==> src/rtl/pipe_ctrl_pkg.sv <==
// Shared definitions for the front-end pipeline control slice.
// The package holds the NOP encoding, the FSM state type and the default control-bundle width.
package pipe_ctrl_pkg;

  localparam logic [31:0] NOP_INSTR      = 32'h0000_0013;
  localparam int          CTRL_W_DEFAULT = 16;

  // The state records the action taken in the previous cycle.
  typedef enum logic [1:0] {
    BOOT  = 2'd0,
    RUN   = 2'd1,
    STALL = 2'd2,
    FLUSH = 2'd3
  } state_t;

endpackage

==> src/rtl/pipe_stall_flush_ctrl_sat_counter.sv <==
// Saturating event counter with a synchronous, active-low clear.
// Once the count reaches all-ones it holds there and never wraps.
module sat_counter #(
  parameter int W = 32
) (
  input  logic         clk,
  input  logic         rst,
  input  logic         inc,
  output logic [W-1:0] cnt
);

  logic [W-1:0] r_cnt;

  always_ff @(posedge clk) begin
    if (!rst) begin
      r_cnt <= '0;
    end else if (inc && (r_cnt != {W{1'b1}})) begin
      r_cnt <= r_cnt + 1'b1;
    end
  end

  assign cnt = r_cnt;

endmodule

==> src/rtl/pipe_stall_flush_ctrl.sv <==
// Front-end pipeline control: PC, IF/ID and the ID/EX control/valid slice.
// Applies the hazard unit's stall and the EX redirect, and counts both kinds of event.
module pipe_stall_flush_ctrl
  import pipe_ctrl_pkg::*;
#(
  parameter int               XLEN     = 32,
  parameter logic [XLEN-1:0]  RESET_PC = '0,
  parameter int               CTRL_W   = CTRL_W_DEFAULT,
  parameter int               CNT_W    = 32
) (
  input  logic              clk,
  input  logic              rst,
  input  logic              stall_i,
  input  logic              redirect_i,
  input  logic [XLEN-1:0]   redirect_target_i,
  input  logic [31:0]       instr_f_i,
  input  logic [CTRL_W-1:0] ctrl_d_i,
  output logic [XLEN-1:0]   pc_f_o,
  output logic [31:0]       instr_d_o,
  output logic [XLEN-1:0]   pc_d_o,
  output logic              valid_d_o,
  output logic [4:0]        rs1_d_o,
  output logic [4:0]        rs2_d_o,
  output logic [CTRL_W-1:0] ctrl_e_o,
  output logic              valid_e_o,
  output logic              idex_en_o,
  output logic [1:0]        state_o,
  output logic [CNT_W-1:0]  stall_cnt_o,
  output logic [CNT_W-1:0]  flush_cnt_o
);

  logic [XLEN-1:0]   r_pc_f;
  logic [31:0]       r_instr_d;
  logic [XLEN-1:0]   r_pc_d;
  logic              r_valid_d;
  logic [CTRL_W-1:0] r_ctrl_e;
  logic              r_valid_e;
  state_t            r_state;
  state_t            w_state_nxt;
  logic              w_stall_eff;

  // A stall request against a bubble in ID has nothing to hold, so it is dropped.
  assign w_stall_eff = stall_i & r_valid_d & ~redirect_i;

  always_ff @(posedge clk) begin
    if (!rst) begin
      r_state <= BOOT;
    end else begin
      r_state <= w_state_nxt;
    end
  end

  always_comb begin
    w_state_nxt = RUN;
    if (redirect_i) begin
      w_state_nxt = FLUSH;
    end else if (w_stall_eff) begin
      w_state_nxt = STALL;
    end
  end

  always_ff @(posedge clk) begin
    if (!rst) begin
      r_pc_f    <= RESET_PC;
      r_instr_d <= NOP_INSTR;
      r_pc_d    <= '0;
      r_valid_d <= 1'b0;
      r_ctrl_e  <= '0;
      r_valid_e <= 1'b0;
    end else if (redirect_i) begin
      r_pc_f    <= redirect_target_i;
      r_instr_d <= NOP_INSTR;
      r_pc_d    <= '0;
      r_valid_d <= 1'b0;
      r_ctrl_e  <= '0;
      r_valid_e <= 1'b0;
    end else if (w_stall_eff) begin
      r_ctrl_e  <= '0;
      r_valid_e <= 1'b0;
    end else begin
      r_pc_f    <= r_pc_f + XLEN'(4);
      r_instr_d <= instr_f_i;
      r_pc_d    <= r_pc_f;
      r_valid_d <= 1'b1;
      r_ctrl_e  <= r_valid_d ? ctrl_d_i : '0;
      r_valid_e <= r_valid_d;
    end
  end

  sat_counter #(.W(CNT_W)) u_stall_cnt (
    .clk (clk),
    .rst (rst),
    .inc (w_stall_eff),
    .cnt (stall_cnt_o)
  );

  sat_counter #(.W(CNT_W)) u_flush_cnt (
    .clk (clk),
    .rst (rst),
    .inc (redirect_i),
    .cnt (flush_cnt_o)
  );

  // On a redirect the payload still loads; valid_e_o=0 keeps it inert.
  assign idex_en_o = ~(w_stall_eff & rst);
  assign rs1_d_o   = r_valid_d ? r_instr_d[19:15] : 5'd0;
  assign rs2_d_o   = r_valid_d ? r_instr_d[24:20] : 5'd0;

  assign pc_f_o    = r_pc_f;
  assign instr_d_o = r_instr_d;
  assign pc_d_o    = r_pc_d;
  assign valid_d_o = r_valid_d;
  assign ctrl_e_o  = r_ctrl_e;
  assign valid_e_o = r_valid_e;
  assign state_o   = r_state;

endmodule

==> config.mk <==
export PLATFORM = sky130hd
export DESIGN_NAME = pipe_stall_flush_ctrl
export DESIGN_NICKNAME = d
export VERILOG_FILES = /design/src/rtl/pipe_ctrl_pkg.sv /design/src/rtl/pipe_stall_flush_ctrl_sat_counter.sv /design/src/rtl/pipe_stall_flush_ctrl.sv
export SDC_FILE = /design/constraint.sdc
export NUM_CORES = 1
export LEC_CHECK = 0
export ABC_AREA = 1
export CORE_MARGIN = 1.5
export CORE_UTILIZATION = 52
export DETAILED_ROUTE_END_ITERATION = 12
export GPL_ROUTABILITY_DRIVEN = 0
export PLACE_DENSITY = 0.87
export SKIP_LAST_GASP = 1
export SLEW_MARGIN = 5
export SYNTH_ARGS = -nofsm -noshare
export SYNTH_HDL_FRONTEND = slang
export SYNTH_SLANG_ARGS = --single-unit
==> constraint.sdc <==
create_clock -name clk -period 4.88 [get_ports clk]
set_clock_uncertainty 0.1 [all_clocks]
set_input_delay 0.732 -clock clk [delete_from_list [all_inputs] [get_ports clk]]
set_output_delay 0.732 -clock clk [all_outputs]
set_load 0.1 [all_outputs]
Yosys cells after proc, flatten, opt, wreduce, memory -nomap -nowiden
Index checks and enable logic that the tools add are counted.

word-level totals
  bits of input ports = 84
  word-level logic and storage cells = 33
  register bits = 180
  output and inout bits = 191

cells by class
  reduce and logical (&&, ||, !) cells = 5
  multiplexer cells = 6
  bitwise gates (word level) = 7
  add/sub/neg operators = 3
  eq/ne operators = 3

operators by type and width
  cell                                           count
  adder 32 x 1 -> 32 bit, second input constant  2
  2-to-1 mux 32 bit                              2
  inequality test 32 bit, second input constant  2
  adder 32 x 3 -> 32 bit, second input constant  1
  2-to-1 mux 5 bit                               2
  2-to-1 mux 2 bit                               2
  NOT 1 bit                                      4
  OR reduction 4 bit                             1
  AND 1 bit                                      3
  OR reduction 3 bit                             1
  logical AND 1 bit                              2
  inequality test 2 bit, second input constant   1
  OR reduction 2 bit                             1

Logic depth before layout (Yosys ltp)
  depth in word-level cells = 4
  gate-level depth with buffers = 11
  mapped depth without buffers = 10

By module
A second synthesis with hierarchy kept.

second synthesis, totals
  cells, all modules = 1364
  area total of the unflattened synthesis = 8768.4 µm²

by module, submodules not included
  module                 cells an instance  seq. area each (µm²)  area each (µm²)  instances
  pipe_stall_flush_ctrl  716                2322.2                4944.7           1
  sat_counter            324                640.6                 1911.8           2

Least setup slack after synthesis
No wires, ideal clock.

  path kind = register to output
  from = register r_valid_d (netlist: valid_d_o)
  to = output rs1_d_o[2]
  slack = 2.063 ns
  required time = 4.048 ns
  data arrival time = 1.985 ns
  buffers on the path = 1
  cell stages (with the launch flop) = 4
  cell sequence = dfxtp_1 clkbuf_1 nand2_1 inv_1

on the way
  cells in the longest elaborated chain, start to end = 1

RTL lines
  element                 RTL line                      source
  from (decl)             pipe_stall_flush_ctrl.sv:35   logic r_valid_d;
  from (signal assigned)  pipe_stall_flush_ctrl.sv:67   r_valid_d <= 1'b0;
  from (signal assigned)  pipe_stall_flush_ctrl.sv:74   r_valid_d <= 1'b0;
  from (signal assigned)  pipe_stall_flush_ctrl.sv:84   r_valid_d <= 1'b1;
  2-to-1 mux 5 bit        pipe_stall_flush_ctrl.sv:106  assign rs1_d_o = r_valid_d ? r_instr_d[19:15] : 5'd0;
  to (decl)               pipe_stall_flush_ctrl.sv:22   output logic [4:0] rs1_d_o,

No other way between the ends.

Worst setup path in the final report
  from = input rst
  to = output idex_en_o

on the way
  cells in the longest elaborated chain, start to end = 2

RTL lines
  element      RTL line                      source
  from (decl)  pipe_stall_flush_ctrl.sv:12   input logic rst,
  AND 1 bit    pipe_stall_flush_ctrl.sv:105  assign idex_en_o = ~(w_stall_eff & rst);
  NOT 1 bit    pipe_stall_flush_ctrl.sv:105
  to (decl)    pipe_stall_flush_ctrl.sv:26   output logic idex_en_o,

No other way between the ends.

==> flow_results.xml <==
<?xml version="1.0" encoding="UTF-8"?>
<metrics>
  <group name="synth">
    <metric name="average_footprint_of_a_synthesized_cell" unit="µm²">6.604</metric>
    <metric name="mappedNetlistArea" unit="mm²">0.009226</metric>
    <metric name="post_synth_num_cell_types" unit="">29</metric>
    <metric name="postSynthCellCount" unit="">1397</metric>
    <metric name="ys_seq_area_frac" unit="">0.3906</metric>
    <metric name="ys_ff_latch" unit="">180</metric>
    <metric name="synth_warnings" unit="">0</metric>
    <metric name="mappedNetlistNets" unit="">1484</metric>
  </group>
  <group name="worst_setup_path">
    <metric name="setup.worst_path.end_class" unit="">output pin</metric>
    <metric name="r2r_setup_slack" unit="ns">1.85</metric>
    <metric name="timing.rr.start" unit="">valid_d_o</metric>
    <metric name="crit_path_start_kind" unit="">primary input</metric>
    <metric name="worst-path-max-fanout" unit="">17</metric>
    <metric name="crit-reg2reg-capture" unit="">pc_f_o[8]</metric>
    <metric name="timing.reg2reg.worst_path_depth" unit="">8</metric>
    <metric name="critical_path_class" unit="">primary input to output pin</metric>
    <metric name="arrival_worst_endpoint" unit="ns">2.94</metric>
    <metric name="worstPathRequired" unit="ns">4.05</metric>
  </group>
  <group name="clock_tree">
    <metric name="worst_skew_late_latency" unit="ns">0.43</metric>
    <metric name="numClockSinks" unit="">180</metric>
    <metric name="postCtsHoldBufs" unit="">0</metric>
    <metric name="post_cts_resize_count" unit="">0</metric>
    <metric name="cts.clk_slew.worst_paths" unit="ns">0.06</metric>
    <metric name="tritoncts" unit="">built</metric>
    <metric name="tritoncts.num_buffers" unit="">17</metric>
    <metric name="cts.path.max_buffers" unit="">2</metric>
    <metric name="ctsRootBufferMaster" unit="">sky130_fd_sc_hd__clkbuf_16</metric>
    <metric name="cts.repair_timing.setup_buffer_count" unit="">0</metric>
    <metric name="cts-htree-levels" unit="">4</metric>
  </group>
  <group name="floorplan">
    <metric name="area_of_the_die" unit="mm²">0.01855</metric>
    <metric name="ioPinCount" unit="">275</metric>
    <metric name="num_rows" unit="">48</metric>
    <metric name="core_area" unit="mm²">0.01730</metric>
    <metric name="die_boundary_width" unit="µm">136.2</metric>
    <metric name="start_util" unit="">0.5334</metric>
    <metric name="die-height" unit="µm">136.2</metric>
  </group>
  <group name="timing">
    <metric name="slew_viol_final" unit="">0</metric>
    <metric name="headroom_to_the_max_slew_limit" unit="">0.2669</metric>
    <metric name="min_period" unit="ns">3.774</metric>
    <metric name="finalHoldViolations" unit="">0</metric>
    <metric name="maxClockFrequency" unit="MHz">264.9</metric>
    <metric name="timing_worst_slew_pin_value" unit="ns">1.096</metric>
    <metric name="setup_tns_after_final_layout" unit="ns">0</metric>
    <metric name="setup_viol" unit="">0</metric>
    <metric name="unrepaired_setup_endpoints_after_global_routing" unit="">no</metric>
    <metric name="final_min_period_over_clock_period" unit="">0.7735</metric>
  </group>
  <group name="grt">
    <metric name="grt_usage" unit="">0.3026</metric>
    <metric name="grt_pass1_wl" unit="µm">44980</metric>
    <metric name="grt_start_max_net_pins" unit="">67</metric>
    <metric name="overflow" unit="">0</metric>
    <metric name="grt_antenna_before_repair" unit="">0</metric>
    <metric name="first_global_vias" unit="">9413</metric>
  </group>
  <group name="power">
    <metric name="pwr-share-seq" unit="">0.425</metric>
    <metric name="internal_power" unit="µW">2437</metric>
    <metric name="power.leakage" unit="µW">0.004804</metric>
    <metric name="p_clk_frac" unit="">0.379</metric>
    <metric name="power.ir.vdd_worst" unit="mV">0.2370</metric>
    <metric name="reported_net_switching_power" unit="µW">1249</metric>
    <metric name="cellPowerDensity" unit="mW/mm²">292.1</metric>
    <metric name="power.combinational.fraction" unit="">0.196</metric>
    <metric name="swShare" unit="">0.3388</metric>
  </group>
  <group name="detailed_routing">
    <metric name="detailedRoute.firstPassIterationCount" unit="">7</metric>
    <metric name="routed_wirelength" unit="µm">28510</metric>
    <metric name="postRouteAntennaNets" unit="">0</metric>
    <metric name="via_count" unit="">9960</metric>
    <metric name="route.detailed.drc" unit="">0</metric>
    <metric name="avgRoutedWirePerCell" unit="µm">15.12</metric>
    <metric name="drt_iter0_drc" unit="">677</metric>
    <metric name="vias_per_inst" unit="">5.284</metric>
  </group>
  <group name="run_status">
    <metric name="result_of_the_run" unit="">finished, final reports clean</metric>
  </group>
  <group name="hold_path">
    <metric name="hold_class" unit="">flop to flop</metric>
    <metric name="worstHoldPathCells" unit="">2</metric>
    <metric name="worst_hold_startpoint" unit="">instr_d_o[4]</metric>
    <metric name="min_to" unit="">instr_d_o[4]</metric>
  </group>
  <group name="final_layout">
    <metric name="area.sequential" unit="mm²">0.003603</metric>
    <metric name="nNetsFinal" unit="">1734</metric>
    <metric name="final_cell_count_no_fill" unit="">1885</metric>
    <metric name="final_layout_size_suffix_gt1_frac" unit="">0.08373</metric>
    <metric name="fill_cells" unit="">1389</metric>
    <metric name="num_antenna_cells" unit="">0</metric>
    <metric name="multi_input_area" unit="mm²">0.004866</metric>
    <metric name="area_growth" unit="%">36.79</metric>
  </group>
  <group name="place">
    <metric name="placed_cells" unit="">1853</metric>
    <metric name="place_hpwl" unit="µm">20120</metric>
    <metric name="port-buffer-count" unit="">274</metric>
  </group>
  <group name="job">
    <metric name="drv_cap" unit="">0</metric>
  </group>
</metrics>
-- worst max path at each step --
| stage | slack (ns) | endpoint | cells past startpoint | startpoint |
|---|---|---|---|---|
| floorplan | 2.06 | rs1_d_o[2] | 3 | valid_d_o |
| detailed placement | 1.15 | idex_en_o | 8 | rst |
| global placement | 1.19 | idex_en_o | 8 | rst |
| CTS | 1.13 | idex_en_o | 8 | rst |
| finish | 1.11 | idex_en_o | 8 | rst |
| global route | 0.96 | idex_en_o | 8 | rst |
-- registers in the layout, summed over array words and instances (netlist names) --
signal	cells
ctrl_e_o	16
instr_d_o	32
pc_d_o	32
pc_f_o	32
state_o	2
u_flush_cnt.cnt	32
u_stall_cnt.cnt	32
valid_d_o	1
valid_e_o	1
-- layout by cell type, fill, tap and decap left out, types with 3 or more instances in the layout --
master	netlist	final
sky130_fd_sc_hd__a21oi_1	42	42
sky130_fd_sc_hd__a21oi_2	40	40
sky130_fd_sc_hd__buf_4	0	9
sky130_fd_sc_hd__clkbuf_16	0	17
sky130_fd_sc_hd__clkdlybuf4s50_1	0	273
sky130_fd_sc_hd__dfxtp_1	180	180
sky130_fd_sc_hd__ha_1	3	3
sky130_fd_sc_hd__inv_1	121	120
sky130_fd_sc_hd__inv_2	3	4
sky130_fd_sc_hd__inv_6	0	5
sky130_fd_sc_hd__inv_8	0	5
sky130_fd_sc_hd__nand2_1	395	395
sky130_fd_sc_hd__nand2_2	30	30
sky130_fd_sc_hd__nand2_4	6	6
sky130_fd_sc_hd__nand3_1	63	63
sky130_fd_sc_hd__nand3b_1	4	4
sky130_fd_sc_hd__nand4_1	10	10
sky130_fd_sc_hd__nor2_1	281	279
sky130_fd_sc_hd__nor2_2	9	10
sky130_fd_sc_hd__nor2_4	5	6
sky130_fd_sc_hd__nor3_1	6	6
sky130_fd_sc_hd__o21ai_0	94	94
sky130_fd_sc_hd__o22ai_1	10	10
sky130_fd_sc_hd__xnor2_1	11	11
sky130_fd_sc_hd__xor2_1	27	27
-- power groups by stage --
stage          sequential [µW]  clock [µW]  combinational [µW]
3_5_place_dp              1600           0                 717
5_1_grt                   1570        1460                 752
2_1_floorplan             1940           0                 163
3_3_place_gp              1600           0                 710
4_1_cts                   1570        1400                 719
6_report                  1570        1400                 721
-- area by class of cell --
| type | instances | area share |
|---|---|---|
| Clock inverter | 15 | 0.01259 |
| Tap cell | 225 | 0.02231 |
| Clock buffer | 17 | 0.03371 |
| Inverter | 124 | 0.03688 |
| Timing Repair Buffer | 283 | 0.2235 |
| Sequential cell | 180 | 0.2855 |
| Multi-Input combinational cell | 1041 | 0.3855 |
-- metal layers --
metal	track usage	routed length [µm]	up-vias
met2	0.5087	13790	420
met4	0.1348	887	0
met3	0.06413	2061	80
met1	0.3718	11770	4589
li1	-	-	4871
met5	0	0	-
-- cells in the mapped netlist (all sizes together) --
cell    instances  area share
a21oi          82       0.061
and2            2      0.0014
buf            19       0.019
clkbuf         33       0.013
dfxtp         180        0.39
ha              3      0.0041
inv           124       0.050
nand2         431        0.19
nand3          63       0.034
nand3b          4      0.0033
nand4          10      0.0068
nor2          296        0.13
nor3            6      0.0033
o211ai          1     0.00081
o21ai          94       0.051
o22ai          10      0.0068
o32ai           1     0.00095
xnor2          11       0.010
xor2           27       0.026
-- kinds of logic (layout without fill, tap and decap cells) --
group / Yosys count / in the layout / share of synthesized area
buffers and inverters: 176 / 439 / 0.08313
xor gates and xnor gates: 38 / 38 / 0.03607
AOI/OAI and AO/OA: 188 / 188 / 0.1203
and+or+nand+nor: 812 / 812 / 0.3659
DFF: 180 / 180 / 0.3906
adders and majority gates: 3 / 3 / 0.004069
-- worst max-delay path: stages --
cell                              delay, ns
sky130_fd_sc_hd__clkdlybuf4s50_1       0.47
sky130_fd_sc_hd__buf_4                 0.21
sky130_fd_sc_hd__inv_2                 0.07
sky130_fd_sc_hd__nor2_4                0.09
sky130_fd_sc_hd__inv_1                 0.05
sky130_fd_sc_hd__nor2_2                0.50
sky130_fd_sc_hd__inv_1                 0.50
sky130_fd_sc_hd__buf_12                0.30
-- through the flow --
step / setup WS (ns) / utilization / instance area, µm² / total power, µW / hold slack, ns
after floorplan: 2.063 / - / 9226 / 2102 / 0.7442
after global placement: 1.190 / 0.6959 / 12040 / 2309 / 0.3411
after detailed placement: 1.151 / 0.6959 / 12040 / 2317 / 0.3571
after CTS: 1.135 / 0.7297 / 12620 / 3690 / 0.3735
after global routing: 0.9559 / 0.7297 / 12620 / 3788 / 0.4058
final: 1.106 / 0.7297 / 12620 / 3686 / 0.3700
No activity file was read; power rests on OpenSTA's default activity.
